## config.mk

```make
export PLATFORM = sky130hd
export DESIGN_NAME = special_cases_maf_pipe_flat
export DESIGN_NICKNAME = d
export VERILOG_FILES = /design/src/rtl/special_cases_maf_pipe_if.sv /design/src/rtl/special_cases_maf_pipe.sv /design/src/flat_wrapper.sv
export SDC_FILE = /design/constraint.sdc
export NUM_CORES = 1
export LEC_CHECK = 0
export BUFFER_PORTS_ARGS = -buffer_cell sky130_fd_sc_hd__buf_2
export CAP_MARGIN = 20
export CORE_AREA = 2 2 59 61
export DETAILED_ROUTE_END_ITERATION = 12
export DIE_AREA = 0 0 61 63
export GPL_TIMING_DRIVEN = 0
export PLACE_DENSITY = 0.76
export SLEW_MARGIN = 15
export SYNTH_ARGS = -nofsm -noshare
export SYNTH_HDL_FRONTEND = slang
export SYNTH_SLANG_ARGS = --single-unit
```

## constraint.sdc

```tcl
create_clock -name clk -period 2.1 [get_ports clk]
set_input_delay 0.21 -clock clk [delete_from_list [all_inputs] [get_ports clk]]
set_output_delay 0.21 -clock clk [all_outputs]
set_load 0.01 [all_outputs]
```

## src/rtl/special_cases_maf_pipe_if.sv

```systemverilog
// Handshake and operand/result bundle between the MAF exception resolver and its neighbours.
interface special_cases_maf_pipe_if #(
  parameter int size_exception_field = 2,
  parameter int CNT_W                = 16
);
  logic                            in_valid;
  logic                            in_ready;
  logic [size_exception_field-1:0] sp_case_a_number;
  logic [size_exception_field-1:0] sp_case_b_number;
  logic [size_exception_field-1:0] sp_case_c_number;
  logic                            sign_a;
  logic                            sign_b;
  logic                            sign_c;
  logic                            op_neg_prod;
  logic                            op_sub;
  logic                            clr_sticky;
  logic                            out_valid;
  logic                            out_ready;
  logic [size_exception_field-1:0] sp_case_result_o;
  logic                            sign_result_o;
  logic                            invalid_o;
  logic                            invalid_sticky_o;
  logic [CNT_W-1:0]                special_cnt_o;

  modport master (
    output in_valid, sp_case_a_number, sp_case_b_number, sp_case_c_number,
           sign_a, sign_b, sign_c, op_neg_prod, op_sub, clr_sticky, out_ready,
    input  in_ready, out_valid, sp_case_result_o, sign_result_o, invalid_o,
           invalid_sticky_o, special_cnt_o
  );

  modport slave (
    input  in_valid, sp_case_a_number, sp_case_b_number, sp_case_c_number,
           sign_a, sign_b, sign_c, op_neg_prod, op_sub, clr_sticky, out_ready,
    output in_ready, out_valid, sp_case_result_o, sign_result_o, invalid_o,
           invalid_sticky_o, special_cnt_o
  );
endinterface

```

## src/rtl/special_cases_maf_pipe.sv

```systemverilog
// Pipelined exception-class resolver for (+/-a*b) +/- c, with invalid flagging,
// a sticky invalid flag and a saturating count of non-normal results.
module special_cases_maf_pipe #(
  parameter int size_exception_field = 2,
  parameter int zero                 = 0,
  parameter int normal_number        = 1,
  parameter int infinity             = 2,
  parameter int NaN                  = 3,
  parameter int PIPE_STAGES          = 2,
  parameter int CNT_W                = 16
) (
  input logic                    clk,
  input logic                    rst_n,
  special_cases_maf_pipe_if.slave bus
);
  localparam int W    = size_exception_field;
  localparam int LAST = PIPE_STAGES - 1;

  localparam logic [W-1:0] C_ZERO = W'(zero);
  localparam logic [W-1:0] C_NORM = W'(normal_number);
  localparam logic [W-1:0] C_INF  = W'(infinity);
  localparam logic [W-1:0] C_NAN  = W'(NaN);

  typedef struct packed {
    logic [W-1:0] cls;
    logic         sgn;
    logic         inv;
  } res_t;

  function automatic logic is_legal(input logic [W-1:0] x);
    return (x == C_ZERO) || (x == C_NORM) || (x == C_INF) || (x == C_NAN);
  endfunction

  function automatic res_t resolve(input logic [W-1:0] a, b, c,
                                   input logic sa, sb, sc, neg, sub);
    res_t         r;
    logic         ps;
    logic         cs;
    logic [W-1:0] pc;
    logic         pinv;
    r    = '{cls: C_ZERO, sgn: 1'b0, inv: 1'b0};
    ps   = sa ^ sb ^ neg;
    cs   = sc ^ sub;
    pinv = 1'b0;
    // Product class; 0*inf is the only product that raises invalid by itself.
    if ((a == C_NAN) || (b == C_NAN)) begin
      pc = C_NAN;
    end else if (((a == C_ZERO) && (b == C_INF)) || ((a == C_INF) && (b == C_ZERO))) begin
      pc   = C_NAN;
      pinv = 1'b1;
    end else if ((a == C_INF) || (b == C_INF)) begin
      pc = C_INF;
    end else if ((a == C_ZERO) || (b == C_ZERO)) begin
      pc = C_ZERO;
    end else begin
      pc = C_NORM;
    end

    if (!is_legal(a) || !is_legal(b) || !is_legal(c)) begin
      r = '{cls: C_ZERO, sgn: 1'b0, inv: 1'b0};
    end else if ((pc == C_NAN) || (c == C_NAN)) begin
      r = '{cls: C_NAN, sgn: 1'b0, inv: pinv};
    end else if ((pc == C_INF) && (c == C_INF) && (ps != cs)) begin
      r = '{cls: C_NAN, sgn: 1'b0, inv: 1'b1};
    end else if (pc == C_INF) begin
      r = '{cls: C_INF, sgn: ps, inv: 1'b0};
    end else if (c == C_INF) begin
      r = '{cls: C_INF, sgn: cs, inv: 1'b0};
    end else if ((pc == C_ZERO) && (c == C_ZERO)) begin
      // Exact zero sum keeps the common sign, otherwise rounds to +0.
      r = '{cls: C_ZERO, sgn: ps & cs, inv: 1'b0};
    end else begin
      r = '{cls: C_NORM, sgn: 1'b0, inv: 1'b0};
    end
    return r;
  endfunction

  logic             en;
  logic             hs;
  res_t             res_d;
  logic             vld_q [PIPE_STAGES];
  res_t             res_q [PIPE_STAGES];
  logic             sticky_q;
  logic             sticky_d;
  logic [CNT_W-1:0] cnt_q;
  logic [CNT_W-1:0] cnt_d;

  assign en = !vld_q[LAST] || bus.out_ready;
  assign hs = vld_q[LAST] && bus.out_ready;

  always_comb begin
    res_d = resolve(bus.sp_case_a_number, bus.sp_case_b_number, bus.sp_case_c_number,
                    bus.sign_a, bus.sign_b, bus.sign_c, bus.op_neg_prod, bus.op_sub);
  end

  // Stage 0 captures the resolved fields; later stages are pure delay.
  always_ff @(posedge clk or negedge rst_n) begin
    if (!rst_n) begin
      for (int i = 0; i < PIPE_STAGES; i++) begin
        vld_q[i] <= 1'b0;
        res_q[i] <= '{cls: C_ZERO, sgn: 1'b0, inv: 1'b0};
      end
    end else if (en) begin
      vld_q[0] <= bus.in_valid;
      res_q[0] <= res_d;
      for (int i = 1; i < PIPE_STAGES; i++) begin
        vld_q[i] <= vld_q[i-1];
        res_q[i] <= res_q[i-1];
      end
    end
  end

  always_comb begin
    sticky_d = sticky_q;
    cnt_d    = cnt_q;
    if (hs && res_q[LAST].inv) begin
      sticky_d = 1'b1;
    end else if (bus.clr_sticky) begin
      sticky_d = 1'b0;
    end
    // Clear beats a coincident increment.
    if (bus.clr_sticky) begin
      cnt_d = '0;
    end else if (hs && (res_q[LAST].cls != C_NORM) && (cnt_q != '1)) begin
      cnt_d = cnt_q + CNT_W'(1);
    end
  end

  always_ff @(posedge clk or negedge rst_n) begin
    if (!rst_n) begin
      sticky_q <= 1'b0;
      cnt_q    <= '0;
    end else begin
      sticky_q <= sticky_d;
      cnt_q    <= cnt_d;
    end
  end

  assign bus.in_ready         = en;
  assign bus.out_valid        = vld_q[LAST];
  assign bus.sp_case_result_o = res_q[LAST].cls;
  assign bus.sign_result_o    = res_q[LAST].sgn;
  assign bus.invalid_o        = res_q[LAST].inv;
  assign bus.invalid_sticky_o = sticky_q;
  assign bus.special_cnt_o    = cnt_q;
endmodule
```

## src/flat_wrapper.sv

```systemverilog
// flat-port wrapper written by rule: the top's interface ports become plain ports
module special_cases_maf_pipe_flat 
#(
  parameter int size_exception_field = 2,
  parameter int zero                 = 0,
  parameter int normal_number        = 1,
  parameter int infinity             = 2,
  parameter int NaN                  = 3,
  parameter int PIPE_STAGES          = 2,
  parameter int CNT_W                = 16
)
  (clk, rst_n, bus_in_valid, bus_sp_case_a_number, bus_sp_case_b_number, bus_sp_case_c_number, bus_sign_a, bus_sign_b, bus_sign_c, bus_op_neg_prod, bus_op_sub, bus_clr_sticky, bus_out_ready, bus_in_ready, bus_out_valid, bus_sp_case_result_o, bus_sign_result_o, bus_invalid_o, bus_invalid_sticky_o, bus_special_cnt_o);
  special_cases_maf_pipe_if #(.size_exception_field(size_exception_field), .CNT_W(CNT_W)) bus_i ();
  input logic clk;
  input logic rst_n;
  input wire logic [$bits(bus_i.in_valid)-1:0] bus_in_valid;
  input wire logic [$bits(bus_i.sp_case_a_number)-1:0] bus_sp_case_a_number;
  input wire logic [$bits(bus_i.sp_case_b_number)-1:0] bus_sp_case_b_number;
  input wire logic [$bits(bus_i.sp_case_c_number)-1:0] bus_sp_case_c_number;
  input wire logic [$bits(bus_i.sign_a)-1:0] bus_sign_a;
  input wire logic [$bits(bus_i.sign_b)-1:0] bus_sign_b;
  input wire logic [$bits(bus_i.sign_c)-1:0] bus_sign_c;
  input wire logic [$bits(bus_i.op_neg_prod)-1:0] bus_op_neg_prod;
  input wire logic [$bits(bus_i.op_sub)-1:0] bus_op_sub;
  input wire logic [$bits(bus_i.clr_sticky)-1:0] bus_clr_sticky;
  input wire logic [$bits(bus_i.out_ready)-1:0] bus_out_ready;
  output wire logic [$bits(bus_i.in_ready)-1:0] bus_in_ready;
  output wire logic [$bits(bus_i.out_valid)-1:0] bus_out_valid;
  output wire logic [$bits(bus_i.sp_case_result_o)-1:0] bus_sp_case_result_o;
  output wire logic [$bits(bus_i.sign_result_o)-1:0] bus_sign_result_o;
  output wire logic [$bits(bus_i.invalid_o)-1:0] bus_invalid_o;
  output wire logic [$bits(bus_i.invalid_sticky_o)-1:0] bus_invalid_sticky_o;
  output wire logic [$bits(bus_i.special_cnt_o)-1:0] bus_special_cnt_o;
  assign bus_i.in_valid = bus_in_valid;
  assign bus_i.sp_case_a_number = bus_sp_case_a_number;
  assign bus_i.sp_case_b_number = bus_sp_case_b_number;
  assign bus_i.sp_case_c_number = bus_sp_case_c_number;
  assign bus_i.sign_a = bus_sign_a;
  assign bus_i.sign_b = bus_sign_b;
  assign bus_i.sign_c = bus_sign_c;
  assign bus_i.op_neg_prod = bus_op_neg_prod;
  assign bus_i.op_sub = bus_op_sub;
  assign bus_i.clr_sticky = bus_clr_sticky;
  assign bus_i.out_ready = bus_out_ready;
  assign bus_in_ready = bus_i.in_ready;
  assign bus_out_valid = bus_i.out_valid;
  assign bus_sp_case_result_o = bus_i.sp_case_result_o;
  assign bus_sign_result_o = bus_i.sign_result_o;
  assign bus_invalid_o = bus_i.invalid_o;
  assign bus_invalid_sticky_o = bus_i.invalid_sticky_o;
  assign bus_special_cnt_o = bus_i.special_cnt_o;
  special_cases_maf_pipe #(.size_exception_field(size_exception_field), .zero(zero), .normal_number(normal_number), .infinity(infinity), .NaN(NaN), .PIPE_STAGES(PIPE_STAGES), .CNT_W(CNT_W)) u_core (.clk(clk), .rst_n(rst_n), .bus(bus_i));
endmodule
```

==> flow_summary.yaml <==
final_layout:
  final_nets: 241
  num_antenna_cells: 0
  syn_to_final_growth_pct: 19.7
  drive_gt1_share_pct: 29.7
  final_core_utilization_pct: 61.3
yosys:
  mappedNetlistNets: 195
  syn_avg_cell_area_um2: 9.35
  ys_seq_elements: 27
  cell_count_after_synthesis: 177
  syn-cell-area_mm2: 0.00166
  synth_sequential_area_ratio_pct: 40.8
  synth-main-ff-cell: "dfrtp_1"
  ys_async_sr_fraction_pct: 100
  ys_types: 45
  yosysWarningCount: 0
  number_of_flops_mapped_to_enable_cells_by_yosys: 0
sta:
  report.final.slew_viol_count: 0
  max_slew_margin_pct: 59.9
  postLayoutSetupSlackWorst_ps: 71.7
  max_clock_freq_ghz: 0.493
  worst-slew-pin-transition_ps: 602
  period_needed_ps: 2030
  timing.final.hold_violations: 0
  timing.clock.skew_ps: 7.21
  final-setup-viol-count: 0
  finalCritPeriodShare_pct: 96.6
hold_path:
  min_path_type: "primary input to flip-flop"
grt:
  grt_antenna_before_repair: 0
  tot_gr_track_use_pct: 19.4
  grt_first_pass_wirelength_mm: 5.82
  globalRouteOverflowTotal: 0
  grt_pass1_vias: 1325
  pin_count_of_the_biggest_net_entering_global_routing: 28
power:
  power.leakage_nw: 0.893
  vdd.ir_drop.worst_mv: 0.314
  power_density_mw_per_mm2: 512
clock_network:
  h-tree-depth: 1
  insertion_delay_ps: 320
  root_buffer: "clkbuf_4"
  cts_buffers: 3
  cts_tree: "yes"
  clock_tree.buffer_depth: 2
  clkSinkCount: 27
  cts.clk_slew.worst_paths_ps: 140
job:
  maxCapViolations: 0
place:
  pre_cts_ws_ps: -13.8
  routabilityCongestion: 0.845
  detailed_place_hpwl_mm: 2.54
  placement.io_buffers: 36
detailed_routing:
  drc: 0
  route.detailed.wl_per_inst_um: 13.2
  detail_route.wirelength_mm: 3.54
  antenna_violating_nets_post_route: 0
  dr_total_vias: 1490
  violation_count_after_the_first_detailed_route_iteration: 123
  viasPerCell: 5.56
  drt_first_pass_iters: 4
worst_setup_path:
  worstSetupStartpointType: "flip-flop"
  endpoint_kind: "flip-flop"
  cp.required_ps: 2360
  critical_path_fanout_max: 8
  critPathKind: "flip-flop to flip-flop"
  worst_ep_arrival_time_ps: 2290
floorplanning:
  die_area_mm2: 0.00384
  initial_utilization_pct: 51.2
  coreArea_mm2: 0.00323
  die_w_um: 61
  die_height_um: 63
  standard_cell_rows: 21
  pin_count: 39
outcome:
  outcome: "completed"
[path summary, 6_finish.rpt]
kind	from	end	slack (ps)	cells past startpoint
max	u_core.bus.sp_case_result_o[0]	u_core.bus.special_cnt_o[11]	70	5
min	bus_in_valid	u_core.vld_q[1]	100	2
max reg2reg	u_core.bus.sp_case_result_o[0]	u_core.bus.special_cnt_o[11]	70	5
min reg2reg	u_core.vld_q[1]	u_core.bus.out_valid	500	1
max in group asynchronous	rst_n	u_core.bus.out_valid	1260	2
min in group asynchronous	rst_n	u_core.bus.special_cnt_o[13]	400	2
[power breakdown]
group	total, W	internal, W	switching [W]
clock	0.000223	0.0000744	0.000149
combinational	0.000212	0.000101	0.000111
sequential	0.000580	0.000554	0.0000263
total	0.00101	0.000729	0.000286
[stage by stage]
step | hold WS [ps] | std cells | total power (W) | area [um^2] | TNS [ps]
after floorplan | -85.6 | 177 | 0.000715 | 1660 | 0
after global placement | 258 | 259 | 0.000791 | 1890 | 0
after detailed placement | 259 | 259 | 0.000795 | 1890 | -13.8
after CTS | 109 | 264 | 0.00102 | 1940 | 0
after global routing | 92.2 | 268 | 0.00109 | 1980 | -4.31
final | 105 | 268 | 0.00101 | 1980 | 0
[sequential cells by signal (all words and copies together), names as in the netlist]
signal / count
u_core.res_q: 4
u_core.bus.invalid_o: 1
u_core.bus.out_valid: 1
u_core.bus.sp_case_result_o: 2
u_core.vld_q: 1
u_core.bus.invalid_sticky_o: 1
u_core.bus.sign_result_o: 1
u_core.bus.special_cnt_o: 16
[layout by cell type (no fill, tap or decap), types with 2 or more instances in the layout]
cell,n
clkbuf_1,9
xnor2_1,2
nor2_1,14
inv_1,4
mux2i_1,3
ha_1,2
a31oi_1,4
o21ai_0,6
buf_4,6
and2_1,3
a21oi_1,9
and3_1,2
nand2_1,8
nor3_1,3
a311oi_1,2
o21bai_1,3
clkbuf_4,3
buf_2,37
nand2b_1,5
nor2b_1,13
dfrtp_1,25
or4_1,4
a211oi_1,5
nand3_1,8
dfrtp_2,2
mux2_2,12
nand4_1,4
xor2_1,2
[kinds of logic after synthesis]
logic type      share of synthesized area [%]
compound gates                           14.6
xor+xnor                                 2.12
fa+ha+maj                                1.51
buf+inv                                  4.16
flops                                    40.8
mux                                      10.7
simple gates                             26.2
[repair_timing]
item | 4_1_cts | 5_1_grt
resized for setup | 1 | 6
endpoints found under the setup margin | 1 | 7
hold buffers | 1 | 0
pin swaps | 0 | 1
setup buffers | 0 | 4
endpoints found under the hold margin | 27 | 0
[Yosys cell counts (3+ instances only)]
library cell / instances / area, um^2
a31oi_1: 4 / 25.0
nand2_1: 8 / 30.0
dfrtp_1: 27 / 676
clkbuf_1: 9 / 33.8
nand2b_1: 5 / 31.3
o21ai_0: 6 / 30.0
mux2i_1: 3 / 30.0
a211oi_1: 5 / 37.5
and2_1: 3 / 18.8
nor3_1: 3 / 15.0
nand3_1: 8 / 40.0
inv_1: 4 / 15.0
nor2_1: 14 / 52.6
a21oi_1: 9 / 45.0
o21bai_1: 3 / 22.5
nand4_1: 4 / 25.0
mux2_2: 12 / 135
or4_1: 4 / 30.0
nor2b_1: 13 / 81.3
[worst max-delay path, cell delays in order, from the launching register on]
cell     delay (ps)
dfrtp_1         420
nor2b_1         200
or4_1           500
buf_2           190
or4_1           500
a21oi_1         160
[metal layers]
metal  up-vias  global-route usage [%]  share of wire, %
li1        735                       -                 -
met1       713                    27.8                46
met2        38                    30.6                49
met3         4                    2.48               4.2
met4         0                    4.89              0.85
met5         -                       0                 0
[cell type report]
cell class	instances	area, um^2
buffer	12	55.1
clock buffer	4	26.3
fill	305	1250
inverter	4	15.0
multi-input combinational	134	930
sequential	27	678
tap	46	57.6
timing repair buffer	41	220
Note: power is estimated with default switching activity, not from simulation.
